**config.mk**
```make
export PLATFORM = sky130hd
export DESIGN_NAME = tx_arbiter
export DESIGN_NICKNAME = d
export VERILOG_FILES = /design/src/rtl/tx_arbiter.sv
export SDC_FILE = /design/constraint.sdc
export NUM_CORES = 1
export LEC_CHECK = 0
export ABC_AREA = 1
export ABC_CLOCK_PERIOD_IN_PS = 3100
export CORE_UTILIZATION = 35
export DETAILED_ROUTE_END_ITERATION = 12
export GPL_TIMING_DRIVEN = 0
export PLACE_DENSITY_LB_ADDON = 0.15
export SKIP_CTS_REPAIR_TIMING = 1
export SLEW_MARGIN = 10
export SYNTH_ARGS = -nofsm -noshare
export SYNTH_HDL_FRONTEND = slang
export SYNTH_SLANG_ARGS = --single-unit
export TNS_END_PERCENT = 5
```
**constraint.sdc**
```tcl
create_clock -name clk -period 3.1 [get_ports clk]
set_input_delay 0.775 -clock clk [delete_from_list [all_inputs] [get_ports clk]]
set_output_delay 0.775 -clock clk [all_outputs]
set_load 0.05 [all_outputs]
```
**src/rtl/tx_arbiter.sv**
```systemverilog
// rtl/tx_arbiter.sv - two-requester round-robin arbiter feeding one transceiver
//
// Purpose:
//   Takes one request word at a time from two requesters and runs a single
//   transceiver transfer for it. The FSM steps through IDLE, SAMPLE, START,
//   WAIT and DONE. Round-robin priority goes to the requester that was not
//   served last. Requester 0 holds priority after reset.
//
// Optional feature (macro TX_ARB_TIMEOUT_EN):
//   defined   - a cycle counter runs in START/WAIT. After TIMEOUT cycles
//               without txDone, timeout pulses for one cycle and the transfer
//               is abandoned with no done pulse.
//   undefined - no counter is built, timeout is tied low, and START/WAIT
//               wait indefinitely.
//
// Ports:
//   clk, reset         clock; asynchronous active-high reset
//   req0/req1          level requests, held until the matching gnt
//   din0/din1          request words, valid while the matching req is high
//   gnt0/gnt1          one-cycle pulse: request word captured into dataOut
//   done0/done1        one-cycle pulse: that requester's transfer completed
//   txBusy, txDone     transceiver busy level and completion pulse
//   sample, startTx    transceiver load strobe and start request
//   dataOut            registered word presented to the transceiver
//   busy               high in every state except IDLE
//   timeout            one-cycle abort pulse (TX_ARB_TIMEOUT_EN builds only)
module tx_arbiter #(
    parameter int DATA_WIDTH = 32,
    parameter int TIMEOUT    = 1023
) (
    input  logic                  clk,
    input  logic                  reset,
    input  logic                  req0,
    input  logic                  req1,
    input  logic [DATA_WIDTH-1:0] din0,
    input  logic [DATA_WIDTH-1:0] din1,
    output logic                  gnt0,
    output logic                  gnt1,
    output logic                  done0,
    output logic                  done1,
    input  logic                  txBusy,
    input  logic                  txDone,
    output logic                  sample,
    output logic                  startTx,
    output logic [DATA_WIDTH-1:0] dataOut,
    output logic                  busy,
    output logic                  timeout
);

    typedef enum logic [2:0] {IDLE, SAMPLE, START, WAIT, DONE} state_t;

    state_t state, state_next;
    logic   prio;     // requester that wins when both request
    logic   served;   // requester owning the current transfer
    logic   gnt_q;
    logic   pick;
    logic   any_req;
    logic   abort;    // transfer abandoned by the timeout counter

    assign any_req = req0 | req1;
    // A lone requester always wins; priority matters only under contention.
    assign pick    = (req0 && req1) ? prio : req1;

    always_ff @(posedge clk or posedge reset) begin
        if (reset) begin
            state <= IDLE;
        end else begin
            state <= state_next;
        end
    end

    always_comb begin
        state_next = state;
        case (state)
            IDLE:    if (any_req) state_next = SAMPLE;
            SAMPLE:  state_next = START;
            // txDone takes precedence over txBusy so an early finish is not missed.
            START:   if (txDone) state_next = DONE;
                     else if (txBusy) state_next = WAIT;
            WAIT:    if (txDone) state_next = DONE;
            DONE:    state_next = IDLE;
            default: state_next = IDLE;
        endcase
        if (abort) state_next = IDLE;
    end

    always_ff @(posedge clk or posedge reset) begin
        if (reset) begin
            dataOut <= '0;
            gnt_q   <= 1'b0;
            served  <= 1'b0;
            prio    <= 1'b0;
        end else begin
            gnt_q <= (state == IDLE) && any_req;
            if ((state == IDLE) && any_req) begin
                served  <= pick;
                dataOut <= pick ? din1 : din0;
            end
            // Completed or abandoned, the served requester drops to low priority.
            if ((state == DONE) || abort) prio <= ~served;
        end
    end

    assign gnt0    = gnt_q & ~served;
    assign gnt1    = gnt_q & served;
    assign done0   = (state == DONE) & ~served;
    assign done1   = (state == DONE) & served;
    assign sample  = (state == SAMPLE);
    assign startTx = (state == START);
    assign busy    = (state != IDLE);

`ifdef TX_ARB_TIMEOUT_EN
    localparam int CNT_W = $clog2(TIMEOUT + 1);

    logic [CNT_W-1:0] cnt;
    logic             timeout_q;
    logic             in_xfer;

    assign in_xfer = (state == START) || (state == WAIT);
    // Expires on the last of TIMEOUT cycles in START/WAIT; a txDone on that cycle still wins.
    assign abort   = in_xfer && !txDone && (cnt == CNT_W'(TIMEOUT - 1));

    always_ff @(posedge clk or posedge reset) begin
        if (reset) begin
            cnt       <= '0;
            timeout_q <= 1'b0;
        end else begin
            timeout_q <= abort;
            cnt       <= (in_xfer && !abort) ? cnt + CNT_W'(1) : '0;
        end
    end

    assign timeout = timeout_q;
`else
    // TIMEOUT has no effect in this build; it stays on the parameter list so both builds share one interface.
    logic unused_timeout_param;
    assign unused_timeout_param = TIMEOUT[0];
    assign abort   = 1'b0;
    assign timeout = 1'b0;
`endif

endmodule

```
==> flow_metrics.env <==
export IMPL_hold_viol_final=0
export IMPL_ys_ff_latch=38
export IMPL_avgSynthCellArea_um2=6.93
export IMPL_max_freq_mhz=365
export IMPL_synth_ff_type="dfrtp_1"
export IMPL_core_area_um2=5510
export IMPL_grt_pass1_wl_mm=9.00
export IMPL_num_antenna_cells=0
export IMPL_synthSimpleGateAreaFrac_pct=43.6
export IMPL_cts_tree="built"
export IMPL_fin_crit_sh_pct=88.3
export IMPL_initial_utilization_pct=36.5
export IMPL_antenna_left=0
export IMPL_ios=110
export IMPL_r2r_start="state[0]"
export IMPL_layoutNonFillerInstCount=479
export IMPL_crit_fanout=5
export IMPL_htree_levels=2
export IMPL_cts_buffers=5
export IMPL_crit_slowest_cell="clkdlybuf4s50_1"
export IMPL_cp_startpoint="state[0]"
export IMPL_netlist_area_um2=2010
export IMPL_numClockSinks=38
export IMPL_tightest_slew_ns=0.521
export IMPL_synth_area_mux_share_pct=0
export IMPL_n_fill_cell=516
export IMPL_final_core_utilization_pct=60.1
export IMPL_async_flop_share_pct=100
export IMPL_power_density_nw_per_um2=1030
export IMPL_dr_pass1_iters=4
export IMPL_cp_start_kind="flop"
export IMPL_synthTopCellsByCount="202 x nand2_1, 38 x dfrtp_1, 12 x inv_1"
export IMPL_die_area_um2=6050
export IMPL_num_vias=2022
export IMPL_setup_tns_final_ns=0
export IMPL_worstHoldStart="dataOut[16]"
export IMPL_detail_route_wl_per_cell_um=10.7
export IMPL_clockBufferDepth=2
export IMPL_r2r_slack_ns=1.79
export IMPL_track_usage_pct=18.9
export IMPL_arrival_ns=1.96
export IMPL_drive_above_1_share_pct=7.62
export IMPL_synth_area_leaders="dfrtp_1 47%, nand2_1 38%, buf_6 3.4%, inv_1 2.2%, buf_2 1.5%"
export IMPL_ctsRootBufferMaster="clkbuf_8"
export IMPL_vdd_drop_max_mv=0.522
export IMPL_synthXorXnorAreaFrac_pct=0
export IMPL_synth_top_family_by_area="simple AND/OR/NAND/NOR gates"
export IMPL_grt_antenna_before_repair=0
export IMPL_dp_hpwl_mm=3.78
export IMPL_setup_viol=0
export IMPL_synthToLayoutAreaGrowth_pct=64.7
export IMPL_first_iter_violations=85
export IMPL_synth_most_common_cell="nand2_1"
export IMPL_rsz0062_at_grt="false"
export IMPL_synth_compound_area_share_pct=0.747
export IMPL_critPathKind="flop to output pin"
export IMPL_max_slew_margin_pct=65.1
export IMPL_synth_cell_types=20
export IMPL_synth_edff_count=0
export IMPL_synth_top_area_share_pct=47.3
export IMPL_grt_pass1_vias=2017
export IMPL_ys_warn_count=0
export IMPL_dp_cells=471
export IMPL_die_w_um=77.8
export IMPL_grt_max_degree=34
export IMPL_num_rows=27
export IMPL_insertion_delay_ns=0.28
export IMPL_path_clk_slew_ns=0.08
export IMPL_critPathCaptureType="output pin"
export IMPL_gp_congestion=0.686
export IMPL_synth_area_leader_cell="dfrtp_1"
export IMPL_crit_family="buffers and inverters"
export IMPL_clock_skew_ns=0.00836
export IMPL_syn_num_nets=360
export IMPL_min_period_ns=2.74
export IMPL_path_buf_inv=1
export IMPL_p_leak_uw=0.00173
export IMPL_synthAdderAreaFrac_pct=0
export IMPL_yosysSeqAreaShare_pct=47.3
export IMPL_die_h_um=77.8
export IMPL_postSynthCellCount=290
export IMPL_total_power_uw=3390
export IMPL_crit_chain="nor2_4, nand2_1, nor2_1, clkdlybuf4s50_1"
export IMPL_nNetsFinal=476
export IMPL_outcome="finished clean"
export IMPL_via_per_inst=4.22
export IMPL_finalWirelength_mm=5.15
export IMPL_overflow=0
export IMPL_hold_path_class="flop to flop"
export IMPL_cp_slowest_stage_delay_ns=0.83
export IMPL_port_buffers=108
export IMPL_fin_hold_ws_ns=0.481
export IMPL_report_final_slew_viol_count=0
export IMPL_cap_violations=0
export IMPL_worst_ep_required_time_ns=2.32
export IMPL_drc=0
state kept, by name (all words and copies together) (netlist names):
name and cells:
dataOut 32, gnt_q 1, prio 1, served 1
state 3
stage by stage:
stage	setup WS [ns]	instance area, um2
2_1_floorplan	0.992	2010
3_3_place_gp	0.584	3180
3_5_place_dp	0.687	3200
4_1_cts	0.354	3310
5_1_grt	0.217	3310
6_report	0.361	3310
tightest hold or removal path, delay by kind of cell, from the launching register on:
| family | cells | cell delay (ns) |
|---|---|---|
| flops | 1 | 0.34 |
| simple gates | 2 | 0.11 |
report_power, final:
| group | leakage (uW) | internal [uW] | switching [uW] | total, uW |
|---|---|---|---|---|
| Clock | 0.0000579 | 237 | 170 | 407 |
| Combinational | 0.00120 | 740 | 1380 | 2120 |
| Sequential | 0.000473 | 730 | 136 | 866 |
kinds of logic after synthesis:
group | Yosys count
simple gates | 221
other cells | 1
flops | 38
buf+inv | 27
compound gates | 3
layout by cell type, fill, tap and decap left out:
cell type and instances:
a21oi_1 2, and2_2 1, buf_12 1, buf_2 6, buf_4 1, buf_6 6, bufinv_16 1, clkbuf_8 5
clkdlybuf4s50_1 108, clkinv_2 2, conb_1 1, dfrtp_1 38, inv_1 11, inv_2 2, inv_6 1, nand2_1 202
nand2_2 1, nand2_4 1, nand3_1 4, nand4_1 1, nor2_1 8, nor2_2 1, nor2_4 1, nor2_8 1
o21ai_0 1
layer usage:
layer,vias to the layer above,global-route usage (%),share of wire [%]
met1,866,24.2,47
met2,66,30.0,45
met4,0,4.53,0.29
met3,2,7.06,8.4
met5,-,0,0
li1,1088,-,-
layout make-up:
cell class              instances  area (um2)  area share [%]
flip-flops and latches         38         951            28.7
well taps                      72        90.1            2.72
clock buffers                   5        68.8            2.08
inverters                      14        57.6            1.74
repair buffers                109        1100            33.3
plain buffers                  13         105            3.18
clock inverters                 3        40.0            1.21
multi-input cells             225         896            27.1
final timing paths:
path,end,cells past startpoint
max in group asynchronous,dataOut[10],3
hold reg to reg,dataOut[16],2
hold / removal,dataOut[16],2
setup reg to reg,dataOut[21],7
setup / recovery,done1,4
min in group asynchronous,dataOut[20],2
Note: power is estimated with default switching activity, not from simulation.
